$ cat src/rtl/lcd_pkg.sv
// Shared LCD output constants: pin widths, Bayer threshold table, pipe latency.
package lcd_pkg;

  localparam int unsigned LCD_R_W     = 8;
  localparam int unsigned LCD_G_W     = 6;
  localparam int unsigned LCD_B_W     = 8;

  // Pixel/sync latency through lcd_dither_out; the timing generator aligns to this.
  localparam int unsigned OUT_LATENCY = 2;

  // 4x4 ordered-dither matrix, row-major, indexed by {y[1:0], x[1:0]}.
  localparam logic [3:0] BAYER4 [16] = '{
    4'd0,  4'd8,  4'd2,  4'd10,
    4'd12, 4'd4,  4'd14, 4'd6,
    4'd3,  4'd11, 4'd1,  4'd9,
    4'd15, 4'd7,  4'd13, 4'd5
  };

endpackage

$ cat src/rtl/lcd_bayer_lut.sv
// Combinational Bayer lookup: {y,x} index to 4-bit threshold.
module lcd_bayer_lut
  import lcd_pkg::*;
(
  input  logic [3:0] idx,
  output logic [3:0] thr
);

  // Table lookup.
  always_comb begin
    thr = BAYER4[idx];
  end

endmodule

$ cat src/rtl/lcd_dither_out.sv
// LCD output stage: green 8->(8-G_DROP) with spatial+temporal dither,
// red/blue/syncs carried through a matching 2-stage pipe.
module lcd_dither_out
  import lcd_pkg::*;
#(
  parameter int unsigned G_DROP = 2
) (
  input  logic                 clk,
  input  logic                 rst,
  input  logic                 dither_en,
  input  logic                 de_in,
  input  logic                 hsync_in,
  input  logic                 vsync_in,
  input  logic [LCD_R_W-1:0]   r_in,
  input  logic [7:0]           g_in,
  input  logic [LCD_B_W-1:0]   b_in,
  output logic                 de,
  output logic                 hsync,
  output logic                 vsync,
  output logic [LCD_R_W-1:0]   r,
  output logic [8-G_DROP-1:0]  g,
  output logic [LCD_B_W-1:0]   b
);

  localparam int unsigned GW = 8 - G_DROP;

  logic [1:0] col, line, frame;
  logic [1:0] xi, yi;
  logic [3:0] bay, thr_c;
  logic       de_fall, vs_edge;

  // Stage-1 registers; de_s1/vs_s1 double as the edge-detect history.
  logic               de_s1, hs_s1, vs_s1;
  logic [LCD_R_W-1:0] r_s1;
  logic [7:0]         g_s1;
  logic [LCD_B_W-1:0] b_s1;
  logic [3:0]         thr_s1;

  logic [8:0]    sum;
  logic [GW-1:0] g_sat;

  // Dither phase and threshold selection from input-side signals.
  always_comb begin
    xi      = col + {1'b0, frame[0]};
    yi      = line + {1'b0, frame[1]};
    de_fall = de_s1 & ~de_in;
    vs_edge = vs_s1 & ~vsync_in;
    thr_c   = '0;
    if (dither_en && de_in) thr_c = bay >> (4 - G_DROP);
  end

  lcd_bayer_lut u_lut (
    .idx ({yi, xi}),
    .thr (bay)
  );

  // Column / line / frame phase counters; a vsync edge overrides a line step.
  always_ff @(posedge clk or posedge rst) begin
    if (rst) begin
      col   <= '0;
      line  <= '0;
      frame <= '0;
    end else begin
      col <= de_in ? col + 2'd1 : '0;
      if (vs_edge) begin
        line  <= '0;
        frame <= frame + 2'd1;
      end else if (de_fall) begin
        line  <= line + 2'd1;
      end
    end
  end

  // Stage 1: register inputs and the selected threshold.
  always_ff @(posedge clk or posedge rst) begin
    if (rst) begin
      de_s1  <= 1'b0;
      hs_s1  <= 1'b1;
      vs_s1  <= 1'b1;
      r_s1   <= '0;
      g_s1   <= '0;
      b_s1   <= '0;
      thr_s1 <= '0;
    end else begin
      de_s1  <= de_in;
      hs_s1  <= hsync_in;
      vs_s1  <= vsync_in;
      r_s1   <= r_in;
      g_s1   <= g_in;
      b_s1   <= b_in;
      thr_s1 <= thr_c;
    end
  end

  // Saturating green add-and-truncate.
  always_comb begin
    sum   = {1'b0, g_s1} + {5'b0, thr_s1};
    g_sat = sum[8] ? '1 : GW'(sum >> G_DROP);
  end

  // Stage 2: output registers driving the pins.
  always_ff @(posedge clk or posedge rst) begin
    if (rst) begin
      de    <= 1'b0;
      hsync <= 1'b1;
      vsync <= 1'b1;
      r     <= '0;
      g     <= '0;
      b     <= '0;
    end else begin
      de    <= de_s1;
      hsync <= hs_s1;
      vsync <= vs_s1;
      r     <= r_s1;
      g     <= g_sat;
      b     <= b_s1;
    end
  end

endmodule

$ cat config.mk
export PLATFORM = sky130hd
export DESIGN_NAME = lcd_dither_out
export DESIGN_NICKNAME = d
export VERILOG_FILES = /design/src/rtl/lcd_pkg.sv /design/src/rtl/lcd_bayer_lut.sv /design/src/rtl/lcd_dither_out.sv
export SDC_FILE = /design/constraint.sdc
export NUM_CORES = 1
export LEC_CHECK = 0
export CORE_MARGIN = 10
export CORE_UTILIZATION = 44
export DETAILED_ROUTE_END_ITERATION = 8
export GPL_TIMING_DRIVEN = 0
export MAX_ROUTING_LAYER = met4
export PLACE_DENSITY = 0.8
export SLEW_MARGIN = 20
export SYNTH_ARGS = -nofsm -noshare
export SYNTH_HDL_FRONTEND = slang
export SYNTH_SLANG_ARGS = --single-unit
$ cat constraint.sdc
create_clock -name clk -period 2.6 [get_ports clk]
set_input_delay 0.65 -clock clk [delete_from_list [all_inputs] [get_ports clk]]
set_output_delay 0.65 -clock clk [all_outputs]
set_load 0.005 [all_outputs]
======== After elaboration in Yosys (flattened, before gate mapping) ========
Memories as Yosys holds them, arrays and structs flattened.
Index checks and enable logic that the tools add are counted.
operators by class
  add/subtract/negate cells ............... 6
  order comparisons ....................... 1
  multiplexer cells ....................... 7
  bitwise operators ....................... 5
  reduce and logical (&&, ||, !) cells .... 2
operators by type and width
  cell                                                           count
  8-bit by 2-bit adder with 9-bit output                         1
  2-bit 2-to-1 mux                                               4
  4-bit 2-to-1 mux                                               2
  2-bit by 1-bit adder with 2-bit output, second input constant  3
  6-bit 2-to-1 mux                                               1
  5-bit >= comparator, second input constant                     1
  4-bit NOT with 5-bit output                                    1
  2-bit by 1-bit adder with 2-bit output                         2
  1-bit bitwise AND                                              2
  1-bit NOT                                                      2
  2-bit nonzero test                                             1
  1-bit logical AND                                              1
word-level totals
  register bits ........................... 60
  ROM bits ................................ 64
  output and inout bits ................... 25
  memories ................................ 1
memory list
  name              depth  bits a word  rd ports  clocked after Yosys merged registers in  write ports  line                 RTL
  (name not given)  16     4            1         0                                        0            lcd_bayer_lut.sv:11  thr = BAYER4[idx];

======== Longest topological paths before layout ========
  word-level depth ........................ 6
  mapped depth ............................ 4
  mapped depth without buffers ............ 4

======== Hierarchy ========
From an unflattened synthesis, not the netlist that was laid out.
second synthesis, totals
  cell total of the unflattened synthesis .. 108
  area, all modules ....................... 1869.3 µm²
modules (own cells, without submodules)
  module          instances  cells an instance  area an instance (µm²)
  lcd_dither_out  1          104                1836.8
  lcd_bayer_lut   1          4                  32.5

======== Least setup slack after synthesis ========
OpenSTA, ideal clock, no wires.
  kind .................................... flip-flop to flip-flop
  start point ............................. register g_s1[1]
  end point ............................... register g[4]
  arrival ................................. 1315 ps
  data required time ...................... 2475 ps
  path slack .............................. 1160 ps
  cell stages (with the launch flop) ...... 5
  buffers on the path ..................... 0
  clock period less this slack ............ 1440 ps
  cells stage by stage .................... dfrtp_1 ha_1 a31oi_4 nor3_2 mux2_4
on the way
  longest elaborated chain between the ends .. 2
RTL lines
  what                                    line                   RTL
  from (decl)                             lcd_dither_out.sv:35   logic [7:0] g_s1;
  from (signal assigned)                  lcd_dither_out.sv:89   g_s1 <= g_in;
  8-bit by 2-bit adder with 9-bit output  lcd_dither_out.sv:97   sum = {1'b0, g_s1} + {5'b0, thr_s1};
  6-bit 2-to-1 mux                        lcd_dither_out.sv:98   g_sat = sum[8] ? '1 : GW'(sum >> G_DROP);
  via g_sat[4]                            lcd_dither_out.sv:40   logic [GW-1:0] g_sat;
  to (signal assigned)                    lcd_dither_out.sv:115  g <= g_sat;
  to (decl)                               lcd_dither_out.sv:21   output logic [8-G_DROP-1:0] g,
The timed path passes the listed nets, and every way through them passes these cells.
A chain may end at the register's enable or synchronous reset.

======== Worst setup path after layout ========
  start point ............................. register hsync
  end point ............................... output port hsync
RTL lines
  what                    line                   RTL
  from (decl)             lcd_dither_out.sv:18   output logic hsync,
  from (signal assigned)  lcd_dither_out.sv:112  hsync <= hs_s1;
No word-level cell between the ends.

==> qor.csv <==
stage,metric,value,unit
run_status,status,finished clean,
yosys,seq_area_frac_synth,84.4,%
worst_setup_path,critPathMaxStageDelay,0.52,ns
worst_setup_path,crit_arrival,1.36,ns
timing,fmax,497,MHz
clocking,insertion_delay,0.33,ns
global_routing,grt_pass1_wl,5200,µm
yosys,ys_types,24,
timing,final_max_slew_viol_count,0,
clocking,cts_max_level,3,
min_path,hold_start,b_s1[0],
min_path,holdPathEnd,b[0],
clocking,numCtsBuffers,9,
yosys,synth_area,1730,µm²
clocking,cts_sinks,58,
global_routing,track_usage,11.5,%
timing,hold_viol,0,
route,drt-vias-per-instance,4.49,
route,ant_nets,0,
min_path,min_delay_path_depth,0,
die,dieArea,6830,µm²
yosys,synth_compound_area_share,3.84,%
placement,dp.cells,197,
yosys,synthTopCellsByArea,"dfrtp_1 78%, dfstp_2 6.1%, xnor2_1 2.0%",
yosys,synth-simple-area-share,5.73,%
power_and_ir_drop,power_density,841,nW/µm²
timing,finalSetupViolations,0,
worst_setup_path,r2r_setup_slack,1.09,ns
worst_setup_path,crit_path_start,hsync,
route,drt_iter0_markers,25,
placement,dpl-instance-area,2350,µm²
global_routing,grt_max_degree,36,
die,start_util,46.4,%
yosys,synthMuxAreaShare,1.52,%
worst_setup_path,r2r-end,g[4],
die,die-height,82.6,µm
min_path,min_path_type,register to register,
yosys,yosys_register_bits,58,
layout,layout.cells.non_filler,213,
clocking,cts_buffer_depth,2,
worst_setup_path,worstSetupEndpointType,output port,
route,vias,957,
placement,dpl_worst_slack,0.925,ns
clocking,cts_tree,built,
timing,min_period,2.01,ns
yosys,synth_nets,125,
worst_setup_path,path_max_fanout,1,
timing,hold-worst-slack,0.345,ns
yosys,synth_top_family_by_area,simple AND/OR/NAND/NOR gates,
yosys,avgSynthCellArea,18.4,µm²
power_and_ir_drop,ir_drop,0.000473,V
yosys,synthXorXnorAreaFrac,3.55,%
layout,final_design_area_no_fill,2560,µm²
timing,rsz0062_at_grt,false,
worst_setup_path,cpLargestDelayFamily,flip-flops,
global_routing,antenna_found_initial,0,
layout,n_antenna_cell,0,
clocking,clock-root-buffer,clkbuf_8,
die,rows,22,
worst_setup_path,critPathKind,register to output port,
clocking,cts.clk_slew.worst_paths,0.06,ns
timing,post-route-period-util,77.4,%
timing,fin_worst_skew,0.00817,ns
timing,slew_headroom,67.2,%
clocking,hold_buffers,0,
placement,io_buffers,54,
worst_setup_path,cp-start-kind,register,
worst_setup_path,worstPathRequired,1.95,ns
worst_setup_path,crit_path_top_delay_cell,dfstp_2,
yosys,yosysWarnings,0,
clocking,postCtsSetupBuffers,0,
global_routing,grt_pass1_vias,1059,
worst_setup_path,reg2reg_from,g_s1[1],
die,ios,55,
yosys,synth.largest_area_cell,dfrtp_1,
route,drc,0,
yosys,synth_fa_ha_area_share,0.725,%
timing,tightest_slew,0.491,ns
timing,postLayoutSetupSlackWorst,0.589,ns
route,avgRoutedWirePerCell,15.7,µm
die,die_x,82.6,µm
worst_setup_path,crit_path_cell_trace,clkdlybuf4s50_1,
die,core-area,3720,µm²
worst_setup_path,reg2reg_depth,4,
layout,drive_above_1_share,16.4,%
worst_setup_path,critPathBufInv,1,
yosys,yosysTopAreaCellShare,78.3,%
route,drtPass1Iterations,4,
layout,syn2layout_area_growth,48.7,%
run,drv_cap,0,
placement,place_congestion,0.761,
placement,hpwl,2440,µm
global_routing,overflow,0,
layout,nets,191,
route,wl,3340,µm
yosys,syn_inst,94,
power_and_ir_drop,p_leak,1.10,nW
clocking,cts_resized,0,
==> how the worst max path moves through the flow <==
stage	end	cells past startpoint	slack, ns
CTS	hsync	1	0.55
global placement	frame[0]	2	-0.27
detailed placement	hsync	1	0.92
floorplan	b[0]	1	0.53
global route	vsync	1	0.53
finish	hsync	1	0.59
==> cells in the final DEF (no fill, tap or decap), types with 2 or more instances in the layout <==
master           instances
nand2_1                  5
nor2_1                   3
dfrtp_1                 54
xnor2_1                  4
clkdlybuf4s50_1         54
xor2_1                   3
nor2b_1                  4
clkinv_4                 3
clkbuf_8                 9
dfstp_2                  4
bufinv_16                2
==> routing by layer <==
| metal | GRT usage (%) | share of wire, % | vias to the layer above |
|---|---|---|---|
| met1 | 10.1 | 34 | 471 |
| met5 | - | 0 | - |
| met3 | 5.72 | 10 | 8 |
| met2 | 18.2 | 53 | 41 |
| met4 | 9.53 | 2.1 | 0 |
| li1 | - | - | 437 |
==> synth_stat cells <==
cell and instances:
dfrtp_1 54, nand2_1 5, dfstp_2 4, nor2b_1 4, xnor2_1 4, nor2_1 3, xor2_1 3, a21boi_0 1
a21o_2 1, a21oi_1 1, a2bb2oi_1 1, a31oi_4 1, ha_1 1, inv_1 1, mux2_2 1, mux2_4 1
nand2b_1 1, nand3_1 1, nand4_1 1, nor2b_2 1, nor3_2 1, nor3b_1 1, o21bai_1 1, o31ai_1 1
==> final cells by class <==
type | instances | area [µm²]
Sequential cell | 58 | 1460
Fill cell | 255 | 1150
Timing Repair Buffer | 55 | 561
Multi-Input combinational cell | 35 | 265
Clock buffer | 10 | 128
Clock inverter | 6 | 91.3
Tap cell | 48 | 60.1
Inverter | 1 | 3.75
==> state kept, by name (all words and copies together) (netlist names) <==
register  count
line          1
thr_s1        2
hsync         1
de_s1         1
col           1
b_s1          8
de            1
hs_s1         1
r_s1          8
r             8
g_s1          8
g             6
frame         2
vsync         1
b             8
vs_s1         1
==> power by group <==
part	internal (W)	total, W	switching [W]	leakage [nW]
combinational	0.000151	0.000242	0.0000902	0.318
clock	0.000542	0.000892	0.000350	0.110
sequential	0.000981	0.00102	0.0000416	0.677
total	0.00168	0.00216	0.000482	1.10
==> cells by family (layout without fill, tap and decap cells) <==
| group | Yosys count | in the layout |
|---|---|---|
| compound gates | 7 | 7 |
| flops | 58 | 58 |
| xor+xnor | 7 | 7 |
| buf+inv | 1 | 72 |
| fa+ha+maj | 1 | 1 |
| mux | 2 | 2 |
| simple gates | 18 | 18 |
==> metrics by stage <==
step	power, W	util (%)	setup TNS (ns)
finish	0.00216	69.0	0
global route	0.00226	69.0	0
CTS	0.00219	69.0	0
detailed placement	0.00129	63.1	0
global placement	0.00127	62.6	-14.38
floorplan	0.00116	-	0
Note: power is estimated with default switching activity, not from simulation.
